[config.mk]
export PLATFORM = sky130hd
export DESIGN_NAME = fx_bm_radius
export DESIGN_NICKNAME = d
export VERILOG_FILES = /design/src/rtl/fx_bm_radius.sv
export SDC_FILE = /design/constraint.sdc
export NUM_CORES = 1
export LEC_CHECK = 0
export ABC_CLOCK_PERIOD_IN_PS = 6100
export CORE_ASPECT_RATIO = 0.7
export CORE_MARGIN = 8
export CORE_UTILIZATION = 48
export DETAILED_ROUTE_END_ITERATION = 7
export GPL_ROUTABILITY_DRIVEN = 1
export PLACE_DENSITY = 0.67
export SYNTH_ARGS = -nofsm -noshare
export SYNTH_HDL_FRONTEND = slang
export SYNTH_SLANG_ARGS = --single-unit
[constraint.sdc]
create_clock -name clk -period 6.1 [get_ports clk]
set_input_delay 1.22 -clock clk [delete_from_list [all_inputs] [get_ports clk]]
set_output_delay 1.22 -clock clk [all_outputs]
set_load 0.005 [all_outputs]
[src/rtl/fx_bm_radius.sv]
// fx_bm_radius: Box-Muller radius stage, radius = sqrt(-2 * ln u).
// Bit-serial non-restoring square root, one result bit per cycle.
// The parameter defaults match the platform fixed-point configuration (Q16.16 in 32 bits).
module fx_bm_radius #(
    parameter int unsigned WIDTH = 32,
    parameter int unsigned QINT  = 16,
    parameter int unsigned QFRAC = 16
) (
    input  logic             clk,
    input  logic             rst_n,
    input  logic             valid_in,
    output logic             ready_out,
    input  logic [WIDTH-1:0] ln_in,
    output logic             valid_out,
    input  logic             ready_in,
    output logic [WIDTH-1:0] radius,
    output logic             sat_out
);

    localparam int unsigned DW = 2 * WIDTH;
    localparam int unsigned RW = WIDTH + 2;
    localparam int unsigned CW = $clog2(WIDTH);

    // Reject inconsistent fixed-point configurations at elaboration
    if ((WIDTH != QINT + QFRAC) || (QFRAC > WIDTH - 1) || (WIDTH < 4)) begin : g_bad_cfg
        $error("fx_bm_radius: inconsistent WIDTH/QINT/QFRAC");
    end

    typedef enum logic [1:0] {
        IDLE,
        ITER,
        DONE
    } state_t;

    state_t            state;
    logic [RW-1:0]     rem;
    logic [WIDTH-1:0]  root;
    logic [DW-1:0]     rad;
    logic [CW-1:0]     cnt;
    logic              sat_q;

    logic              accept;
    logic [WIDTH-1:0]  neg;
    logic [WIDTH-1:0]  m_op;
    logic              sat_op;
    logic [RW-1:0]     r_sh;
    logic [RW-1:0]     q_t;
    logic [RW-1:0]     r_nxt;
    logic [RW-1:0]     r_fix;
    logic [WIDTH-1:0]  root_nxt;

    // Only combinational input-to-output path: DONE hands off and reloads in one edge
    assign ready_out = (state == IDLE) || ((state == DONE) && ready_in);
    assign accept    = valid_in && ready_out;

    // Operand m = -2*ln: zero for non-negative logs, saturated when it does not fit
    always_comb begin
        neg    = -ln_in;
        m_op   = '0;
        sat_op = 1'b0;
        if (!ln_in[WIDTH-1]) begin
            m_op = '0;
        end else if (ln_in[WIDTH-2] && (ln_in[WIDTH-3:0] != '0)) begin
            m_op = neg << 1;
        end else begin
            m_op   = {1'b0, {(WIDTH-1){1'b1}}};
            sat_op = 1'b1;
        end
    end

    // One non-restoring step: add (4Q+3) on a negative remainder, subtract (4Q+1) otherwise
    always_comb begin
        r_sh     = RW'({rem, rad[DW-1 -: 2]});
        q_t      = {root, rem[RW-1], 1'b1};
        r_nxt    = rem[RW-1] ? (r_sh + q_t) : (r_sh - q_t);
        root_nxt = {root[WIDTH-2:0], ~r_nxt[RW-1]};
        r_fix    = r_nxt[RW-1] ? (r_nxt + RW'({root_nxt, 1'b1})) : r_nxt;
    end

    // Control FSM, iteration datapath and registered result
    always_ff @(posedge clk or negedge rst_n) begin
        if (!rst_n) begin
            state     <= IDLE;
            rem       <= '0;
            root      <= '0;
            rad       <= '0;
            cnt       <= '0;
            sat_q     <= 1'b0;
            valid_out <= 1'b0;
            radius    <= '0;
            sat_out   <= 1'b0;
        end else begin
            case (state)
                ITER: begin
                    rem  <= r_nxt;
                    root <= root_nxt;
                    rad  <= rad << 2;
                    cnt  <= cnt - CW'(1);
                    if (cnt == '0) begin
                        rem       <= r_fix;
                        radius    <= root_nxt;
                        sat_out   <= sat_q;
                        valid_out <= 1'b1;
                        state     <= DONE;
                    end
                end
                DONE: begin
                    if (ready_in) begin
                        valid_out <= 1'b0;
                        state     <= IDLE;
                    end
                end
                default: begin
                    state <= IDLE;
                end
            endcase
            // Accept happens only in IDLE or in DONE during the hand-off
            if (accept) begin
                rem   <= '0;
                root  <= '0;
                rad   <= DW'(m_op) << QFRAC;
                sat_q <= sat_op;
                cnt   <= CW'(WIDTH - 1);
                state <= ITER;
            end
        end
    end

endmodule

==> results of run 1 <==
area by class of cell:
type / instances / area (um2)
multi-input combinational: 974 / 6330
inverter: 21 / 78.8
clock buffer: 18 / 439
fill: 1927 / 9500
sequential: 155 / 3880
tap: 282 / 353
clock inverter: 14 / 191
timing repair buffer: 82 / 792
sequential cells by signal, indices dropped and copies added (netlist names):
name       count
cnt            5
rad           48
radius        32
rem           33
root          32
sat_out        1
sat_q          1
state          2
valid_out      1
layer usage:
layer,wire (um),track usage
met5,0,0
met4,342,0.0505
met3,1210,0.0352
met2,11200,0.287
met1,14900,0.326
path summary, 6_finish.rpt:
kind                         start  endpoint
max                        rem[33]   rem[31]
min                        rad[51]   rad[53]
max reg2reg                rem[33]   rem[31]
min reg2reg                rad[51]   rad[53]
max in group asynchronous    rst_n   rem[13]
min in group asynchronous    rst_n   rad[40]
critical path, stage by stage (launching register included):
cell and delay [ps]:
sky130_fd_sc_hd__dfrtp_2 700, sky130_fd_sc_hd__xnor2_1 150, sky130_fd_sc_hd__ha_1 360, sky130_fd_sc_hd__nor2b_1 160, sky130_fd_sc_hd__o21a_1 180, sky130_fd_sc_hd__o21ai_0 200, sky130_fd_sc_hd__a21oi_1 160, sky130_fd_sc_hd__nor4_1 410
sky130_fd_sc_hd__o21bai_1 130, sky130_fd_sc_hd__a21oi_1 200, sky130_fd_sc_hd__xnor2_1 190, sky130_fd_sc_hd__ha_1 380, sky130_fd_sc_hd__a21oi_1 180, sky130_fd_sc_hd__nor2b_1 50, sky130_fd_sc_hd__o21ai_0 160, sky130_fd_sc_hd__nand2_1 120
sky130_fd_sc_hd__a21o_1 190, sky130_fd_sc_hd__a21o_1 190, sky130_fd_sc_hd__a221o_1 340, sky130_fd_sc_hd__a221oi_1 250, sky130_fd_sc_hd__a21boi_1 310, sky130_fd_sc_hd__o21ai_2 130, sky130_fd_sc_hd__xnor2_1 150, sky130_fd_sc_hd__o21ai_1 70
layout by cell type (no fill, tap or decap), drive strengths merged, types with 33 or more instances in the layout:
cell           count
xnor2             81
nor2              86
a21oi             82
dfrtp            155
mux2              33
o21ai            142
ha                66
nand3             33
clkdlybuf4s50     69
nand2            179
xor2              34
logic make-up after synthesis:
group,Yosys count,share of synthesized area
adders and majority gates,66,0.0786
buffers and inverters,83,0.0300
AOI/OAI and AO/OA,364,0.217
muxes,38,0.0401
and+or+nand+nor,391,0.167
DFF,155,0.369
xor gates and xnor gates,115,0.0976
per-stage QoR:
stage               instances  utilization  cell area (um2)  setup WS [ps]
finish                   1546        0.560            12100            575
CTS                      1546        0.560            12100            630
floorplan                1212            -            10500            934
global route             1546        0.560            12100           98.0
global placement         1514        0.530            11400            780
detailed placement       1514        0.530            11400            660
==> metrics list, run 1 <==
- The run finished with clean final reports.
* Buffer cell driving the clock tree root: sky130_fd_sc_hd__clkbuf_16
* Pre-antenna DRT Iters: 4
- The worst path in the final design needs a cycle of around 5500 ps, including I/O delays and setup.
- Measured against its own limit, the worst slew margin works out to 0.255.
- Wires add up to 27.6 mm.
- 71 I/O pins were placed.
- Counting the buffers created by CTS gives 17.
* Sequential-to-total area share from yosys stat: 0.369
- Leading post-synthesis cells by instance count: sky130_fd_sc_hd__nand2_1 (179), sky130_fd_sc_hd__dfrtp_1 (155), sky130_fd_sc_hd__o21ai_0 (129)
- The detailed router finished its first iteration with approximately 800 violations.
- Largest net degree at the start of global routing: 94
- Of the cells placed in the final design, the portion with a size suffix greater than 1 is 0.0799.
- The floorplan has 45 rows.
* Most area-hungry cell type in the Yosys netlist: sky130_fd_sc_hd__dfrtp_1
- Synthesis instantiated 71 different standard cells from the library.
- Core Region: ~22000 um2
* Number of global-route vias before repair: between 8000 and 9000
- MaxCap Viol Count: 0
- Number of max-slew violations in the final report: 0
- By area the synthesized netlist is led by sky130_fd_sc_hd__dfrtp_1 (37%), sky130_fd_sc_hd__ha_1 (7.9%), sky130_fd_sc_hd__xnor2_1 (6.7%), sky130_fd_sc_hd__nand2_1 (6.4%), sky130_fd_sc_hd__o21ai_0 (6.1%).
- Summing every instance area after synthesis gives 10500 um2.
* Clock slew at the register clock pins of the worst setup and hold paths: 60 ps
* Arrival time reported for the critical path endpoint: roughly 5800 ps
* Number of cell instances on the worst register-to-register path: 23
- Maximum root-to-sink buffer count: 2
- TritonCTS built the clock tree.
- Number of nets at the end of the flow: 1353
- Initial core utilization: 0.487
- The worst setup path is of the flip-flop to flip-flop kind.
- Counting flops with a built-in enable in the synthesized netlist gives 0.
- Detailed placer's ending HPWL: 19.6 mm
- GR Util All Layers: 0.208
- Count of cells resized by post-cts repair: 0
- Synthesis produced ~1200 cells.
- Of the post-synthesis cell area, the dominant cell type holds 0.369.
- Clock latency on the worst-skew pair, taken at its later pin, is ~440 ps.
- Summed over all failing endpoints, the final setup total negative slack is 0 ps.
- Worst-Margin Slew: 1120 ps
- Hold Path Depth: 2
- Of the available clock period, the critical path in the final layout requires 0.906.
- Input and output buffers added on the ports amount to 70.
* Endpoint type of the worst setup path: flip-flop
- Post-DR wirelength/cell: approximately 18 um
- Number of antenna repair diodes: 0
- Hold crit path type: flip-flop to flip-flop
* Overflow after GRT: 0
- Clock tree synthesis found a total of 155 sinks.
- In this run the vertical extent of the chip is 140 um.
- Setup violations remaining at the end of the flow were counted as 0.
* Number of hold buffers added after CTS: 0
- Total number of yosys warnings: 0
- Yosys instantiated no cell more often than sky130_fd_sc_hd__nand2_1.
* Highest fanout seen on the critical path: 17
- Based on the critical path, the design can be clocked at up to 181 MHz.
* Final hold violation count: 0
- Total nets after synthesis: 1314
* Vias after detailed routing: 8931
- Worst hold slack: 479 ps
- For flop-to-flop paths, the worst setup slack is about 570 ps.
- Compared with the post-synthesis result, the final layout area differs by 14.8%.
- At the end of routability-driven placement, the weighted congestion stood at 0.931.
* Average cell area after synthesis: a little under 9 um2
- Top_reg_cell synth: sky130_fd_sc_hd__dfrtp_1
- After detailed routing, the number of vias per cell comes to 5.78.
- Data on the critical path is required at its endpoint by 6390 ps.
- The count of nets left with antenna violations once routing finished came out at 0.
- First-pass GRT wire length: 45.3 mm
- Horizontal extent of the die: 193 um
- Area of the die: roughly 27000 um2
* Antenna violations before repair: 0
* Flop and latch count out of synthesis: 155
- Drc violations: 0
- The H-tree generated during clock tree synthesis spans 4 levels.
- Setup repair after global routing left no endpoint under its margin.
- STA classifies the critical path startpoint as a flip-flop.
- Share of synthesized registers carrying an async set or reset: 1.00
- Max Clock Skew: around 12 ps
* Post-CTS setup-driven buffer insertion count: 0
Power of run 1 is left out: the tool's default activity adds up to more than one toggle a clock period on the data nets, which glitch-free logic cannot reach.
==> run 2, diff against run 1 <==
--- a/config.mk
+++ b/config.mk
@@ -6,12 +6,14 @@
 export NUM_CORES = 1
 export LEC_CHECK = 0
 export ABC_CLOCK_PERIOD_IN_PS = 6100
+export CAP_MARGIN = 20
 export CORE_ASPECT_RATIO = 0.7
 export CORE_MARGIN = 8
 export CORE_UTILIZATION = 48
 export DETAILED_ROUTE_END_ITERATION = 7
 export GPL_ROUTABILITY_DRIVEN = 1
 export PLACE_DENSITY = 0.67
+export SLEW_MARGIN = 30
 export SYNTH_ARGS = -nofsm -noshare
 export SYNTH_HDL_FRONTEND = slang
 export SYNTH_SLANG_ARGS = --single-unit
==> metrics list, run 2 (synthesized netlist as in run 1, its figures left out) <==
- TritonCTS created 17 clock buffers.
- In the final design database the tool counted 1353 nets.
- The repair_antennas step left the layout with diodes totalling 0.
* Max Clock Skew: 14.3 ps
- After global routing the overflow that remains totals 0.
- The initial antenna violation count was 0.
- Number of cell instances on the worst register-to-register path: 23
- Highest fanout seen on the critical path: 17
- CTS H-tree lvls: 4
- The floorplan step defined a core boundary enclosing around 22000 um2.
- Arrival time reported for the critical path endpoint: 5840 ps
- In this run the vertical extent of the chip is 140 um.
* Post-DR wirelength/cell: around 18 um
- The tree built by TritonCTS fans out to 155 sinks.
* Leading cell type in the layout, fill and taps excluded: sky130_fd_sc_hd__nand2_1
- The detailed router finished its first iteration with approximately 810 violations.
* Fraction of final layout cells with drive strength greater than 1: 0.0807
- The worst setup path is launched from a flip-flop.
- The worst setup path is of the flip-flop to flip-flop kind.
* Clock period minus final worst setup slack: 5540 ps
- Final hold violation count: 0
* Post-CTS setup-driven buffer insertion count: 0
- Pre-antenna DRT Iters: 5
- Horizontal extent of the die: 193 um
- Detailed placer's ending HPWL: 19.5 mm
- Measured against its own limit, the worst slew margin works out to 0.380.
* Max reg flops: 48
- Fillcell total: 1951
- Vias after detailed routing: 9020
- Across the run, the number of max-cap violations was 0.
* Registers with the most flip-flops: rad: 48 flops, rem: 33 flops
- First-pass GRT wire length: 45.0 mm
- Hold crit path type: flip-flop to flip-flop
- Number of max-slew violations in the final report: 0
* CP Cell Sequence: xnor2_1, ha_1, nor2b_1, o21a_1, o21ai_0, a21oi_1, nor4_1, o21bai_1, a21oi_1, xnor2_1, ha_1, a21oi_1, nor2b_1, o21ai_0, nand2_1, a21o_1, a21o_1, a221o_1, a221oi_1, a21boi_1, o21ai_2, xnor2_1, o21ai_1
- Num ports: 71
- Endpoint type of the worst setup path: flip-flop
- Setup violations remaining at the end of the flow were counted as 0.
- Worst slack, placed: 638 ps
* Maximum root-to-sink buffer count: 2
* Register bank with the most flops: rad
* Leading cell types in the layout, fill and taps excluded: sky130_fd_sc_hd__nand2_1 (177), sky130_fd_sc_hd__dfrtp_1 (154), sky130_fd_sc_hd__o21ai_0 (129)
- Number of hold buffers added after CTS: 0
- Via-to-Cell Ratio: 5.83
* Buf+Inv Stages, Crit Path: 0
- Clock-pin slew was measured on the worst setup and hold paths at 70 ps.
- Largest net degree at the start of global routing: between 90 and 100
* TritonCTS clock tree: yes
- Post-Route WL: 27.5 mm
- Clock insertion delay at the later pin of the skew report: between 400 and 500 ps
- The count of buffers added on input and output ports is 70.
- In this run the number of cells on the critical path is 23.
- On the critical path the largest part of the delay comes from compound AO/OA/AOI/OAI gates.
* Count of cells resized by post-cts repair: 0
- For the worst setup path, the data required time is approximately 6400 ps.
- Across every metal layer, demand over resource in global routing totals 0.207.
- The largest single stage delay on the critical path is 710 ps.
* Area grow syn2layout: 15.2%
* Run status: completed
- The initial utilization of the core area, before any placement, comes to 0.487.
- Hold Path Depth: 2
- In this run the core area contains 45 standard-cell rows.
- Worst path setup slack after routing: 559 ps
- Adding up every negative setup slack in the final design gives 0 ps.
* Drc violations: 0
- Number of global-route vias before repair: 8483
* Setup repair after global routing missed its margin: false
* Part of the cycle the worst path needs: 0.908
- The cell sitting at the root of the clock tree is a sky130_fd_sc_hd__clkbuf_16.
- Master of the slowest instance on the critical path: sky130_fd_sc_hd__dfrtp_2
- Routability-driven placement finished with a final weighted congestion of a little over 0.9.
- The die covers roughly 27000 um2.
* Number of nets with antenna violations after detailed routing: 0
- For the pin with the worst max-slew slack, the measured transition is 930 ps.
- Maximum clock rate: 180 MHz
## run 2: cell types whose count changed in the layout (fill, tap and decap cells not counted), sizes merged
| cell | previous run | this run |
|---|---|---|
| clkinv | 3 | 1 |
| bufinv | 4 | 5 |
| clkbuf | 18 | 19 |
## run 2: metrics by stage
stage	instances	utilization	hold WS, ps	cell area [um2]
after CTS	1546	0.561	479	12100
after floorplan	1212	-	443	10500
final	1546	0.562	475	12100
after global routing	1546	0.562	501	12100
after detailed placement	1514	0.531	465	11400
after global placement	1514	0.530	458	11400
## run 2: worst paths after layout
kind	slack, ps	start	to
min	480	rad[27]	rad[27]
min in group asynchronous	870	rst_n	rad[40]
max	560	rem[33]	rem[31]
max reg2reg	560	rem[33]	rem[31]
max in group asynchronous	3880	rst_n	root[12]
min reg2reg	480	rad[27]	rad[27]
## run 2: area by class of cell
type	instances	area, um2	share of cell area
clock buffer	19	453	0.0374
clock inverter	13	211	0.0175
inverter	21	78.8	0.00651
multi-input combinational	974	6340	0.524
sequential	155	3880	0.320
tap	282	353	0.0291
timing repair buffer	82	792	0.0654
## run 2: metal layers
layer  up-vias  track usage  share of wire
met1      4378        0.324           0.53
met3        18       0.0379          0.049
met2       216        0.287           0.41
met4         0       0.0429         0.0084
met5         -            0              0
li1       4408            -              -
## run 2: tightest hold or removal path, delay by kind of cell, from the launching register on
kind / cells / cell delay (ps)
and+or+nand+nor: 1 / 40
DFF: 1 / 340
AOI/OAI and AO/OA: 1 / 60
Power of run 2 is left out for the same reason.
==> run 3, diff against run 2 <==
--- a/config.mk
+++ b/config.mk
@@ -8,7 +8,6 @@
 export ABC_CLOCK_PERIOD_IN_PS = 6100
 export CAP_MARGIN = 20
 export CORE_ASPECT_RATIO = 0.7
-export CORE_MARGIN = 8
 export CORE_UTILIZATION = 48
 export DETAILED_ROUTE_END_ITERATION = 7
 export GPL_ROUTABILITY_DRIVEN = 1
==> metrics list, run 3 (synthesized netlist as in run 1, its figures left out) <==
* Max reg flops: 48
- Master of the slowest instance on the critical path: sky130_fd_sc_hd__dfrtp_2
- Overflow after GRT: 0
* Number of nets with antenna violations after detailed routing: 0
- Leading cell types in the layout, fill and taps excluded: sky130_fd_sc_hd__nand2_1 (177), sky130_fd_sc_hd__dfrtp_1 (154), sky130_fd_sc_hd__o21ai_0 (129)
- For hold timing, the worst endpoint is rad[54].
* Area of the die: 22500 um2
- Origin of the worst min-delay path: rad[52]
- Entering global routing, the biggest net connects 85 pins.
- Post-CTS setup-driven buffer insertion count: 0
- In the routed design, unresolved DRC markers number 0.
* Die height: 126 um
- Initial core utilization: 0.498
- Summed over all failing endpoints, the final setup total negative slack is 0 ps.
- Once placement completed, the tool counted placed cells totaling 1509.
- CP required: 6400 ps
- Once layout is complete, the cells apart from fillers number 1541.
* Pre-antenna DRT Iters: 5
* Number of global-route vias before repair: 8492
- Dividing the final minimum period by the clock period gives 0.916.
- TritonCTS clock tree: yes
- In this run the critical register-to-register path is captured at rem[31].
- Data on the critical path arrives at its endpoint at 5890 ps.
* Post-Route WL: 27.2 mm
- Area of all placed cells without fillers: 12100 um2
* Crit Path Category: flip-flop to flip-flop
* Clock insertion delay at the later pin of the skew report: 440 ps
- Placed instance area: 11400 um2
- The worst register-to-register path begins at rem[33].
- Of the cells placed in the final design, the portion with a size suffix greater than 1 is 0.0791.
* Num ports: 71
- In the final routed layout, each cell accounts on average for 17.6 um.
- Endpoint type of the worst setup path: flip-flop
* Antenna violations before repair: 0
- The repair_antennas step left the layout with diodes totalling 0.
- Tracing the worst setup path back leads to its startpoint at rem[33].
* Setup crit start kind: flip-flop
- The H-tree was split into 4 levels.
- The wire-length estimate of the detail-placed layout is 19.1 mm.
* Run status: completed
* Core Region: 21100 um2
- Measured on the finished design, the core utilization comes to 0.576.
- Max Clock Skew: 12.7 ps
- The max-slew violation total from the final report was 0.
- Buffer cell driving the clock tree root: sky130_fd_sc_hd__clkbuf_16
- First-pass GRT wire length: between 40 and 50 mm
- Port buffering added 70 buffers.
- Ranked by flip-flop count, first place goes to rad.
* 1st-iter DRT viols: 580
- The clock net in this run drives a total of around 160 sinks.
- The library cell used most frequently in the layout, excluding fill and tap cells, is sky130_fd_sc_hd__nand2_1.
- For the pin with the worst max-slew slack, the measured transition is 879 ps.
- Area grow syn2layout: 15.5%
- Number of hold buffers added after CTS: 0
- Setup violations remaining at the end of the flow were counted as 0.
* Horizontal extent of the die: between 150 and 200 um
- Fillcell total: 1862
- Vias after detailed routing: 9009
- The worst hold path passes through 2 cells.
- Maximum clock rate: 179 MHz
* MaxCap Viol Count: 0
* Setup repair after global routing missed its margin: false
- The setup check on the worst reg-to-reg path leaves a slack of 510 ps.
- Registers with the most flip-flops: rad: 48 flops, rem: 33 flops
* Maximum root-to-sink buffer count: 2
- TritonCTS created 17 clock buffers.
- The number of cells on the worst reg-to-reg path is 22.
- In the global route stage, overall resource usage came out at 0.253.
- Once the clock tree was built, the resizer swapped 0 gates to a different size.
- Highest fanout seen on the critical path: 16
- Peak per-stage delay on the critical path: 670 ps
- Traced cell by cell, the critical path runs through xnor2_1, ha_1, nor2b_1, o21a_1, o21ai_0, a21oi_1, nor4_1, o311ai_1, buf_4, xor2_1, ha_1, and3_1, a31oi_1, nand2_1, a21o_1, a21o_1, a221o_1, a221oi_1, a21boi_1, o21ai_2, xnor2_1, o21ai_1.
- Clock period minus final worst setup slack: 5590 ps
* Clock slew at the register clock pins of the worst setup and hold paths: 70 ps
* Max-Slew Margin vs Limit: 0.414
- The number of endpoints with negative hold slack in the final report was 0.
* Number of nets at the end of the flow: 1354
- Buf+Inv Stages, Crit Path: 1
- The initialized floorplan defines 44 standard-cell rows.
* Cell family contributing the most delay on the critical path: compound AO/OA/AOI/OAI gates
* Via-to-Cell Ratio: 5.85
* Hold crit path type: flip-flop to flip-flop
- Final Wtd Congestion: between 0.9 and 1
run 3: tightest hold or removal path, cell delays in order (launching register included):
cell and delay, ps:
sky130_fd_sc_hd__dfrtp_1 340, sky130_fd_sc_hd__nand2_1 50, sky130_fd_sc_hd__o21ai_0 60
run 3: how the worst max path moves through the flow:
stage | to | slack (ps) | depth (start not counted)
final | rem[31] | 510 | 22
after global routing | rem[31] | 100 | 22
after CTS | rem[31] | 550 | 22
after detailed placement | rem[31] | 570 | 22
after global placement | rem[31] | 650 | 22
after floorplan | rem[31] | 930 | 26
run 3: layer usage:
metal  up-vias  track usage  part of all wire
met4         0       0.0533            0.0056
met2       227        0.337              0.40
met3        15       0.0553             0.053
met5         -            0                 0
li1       4418            -                 -
met1      4349        0.408              0.54
run 3: area by class of cell:
| cell class | count | area [um2] | share of cell area |
|---|---|---|---|
| multi-input cells | 974 | 6340 | 0.522 |
| flip-flops and latches | 155 | 3880 | 0.320 |
| repair buffers | 83 | 803 | 0.0662 |
| clock buffers | 21 | 450 | 0.0371 |
| well taps | 276 | 345 | 0.0284 |
| clock inverters | 11 | 240 | 0.0198 |
| inverters | 21 | 78.8 | 0.00649 |
run 3: through the flow:
step | setup WS [ps] | hold slack (ps)
floorplan | 934 | 443
global placement | 654 | 458
detailed placement | 574 | 464
CTS | 554 | 478
global route | 101 | 509
finish | 509 | 477
Power of run 3 is left out for the same reason.
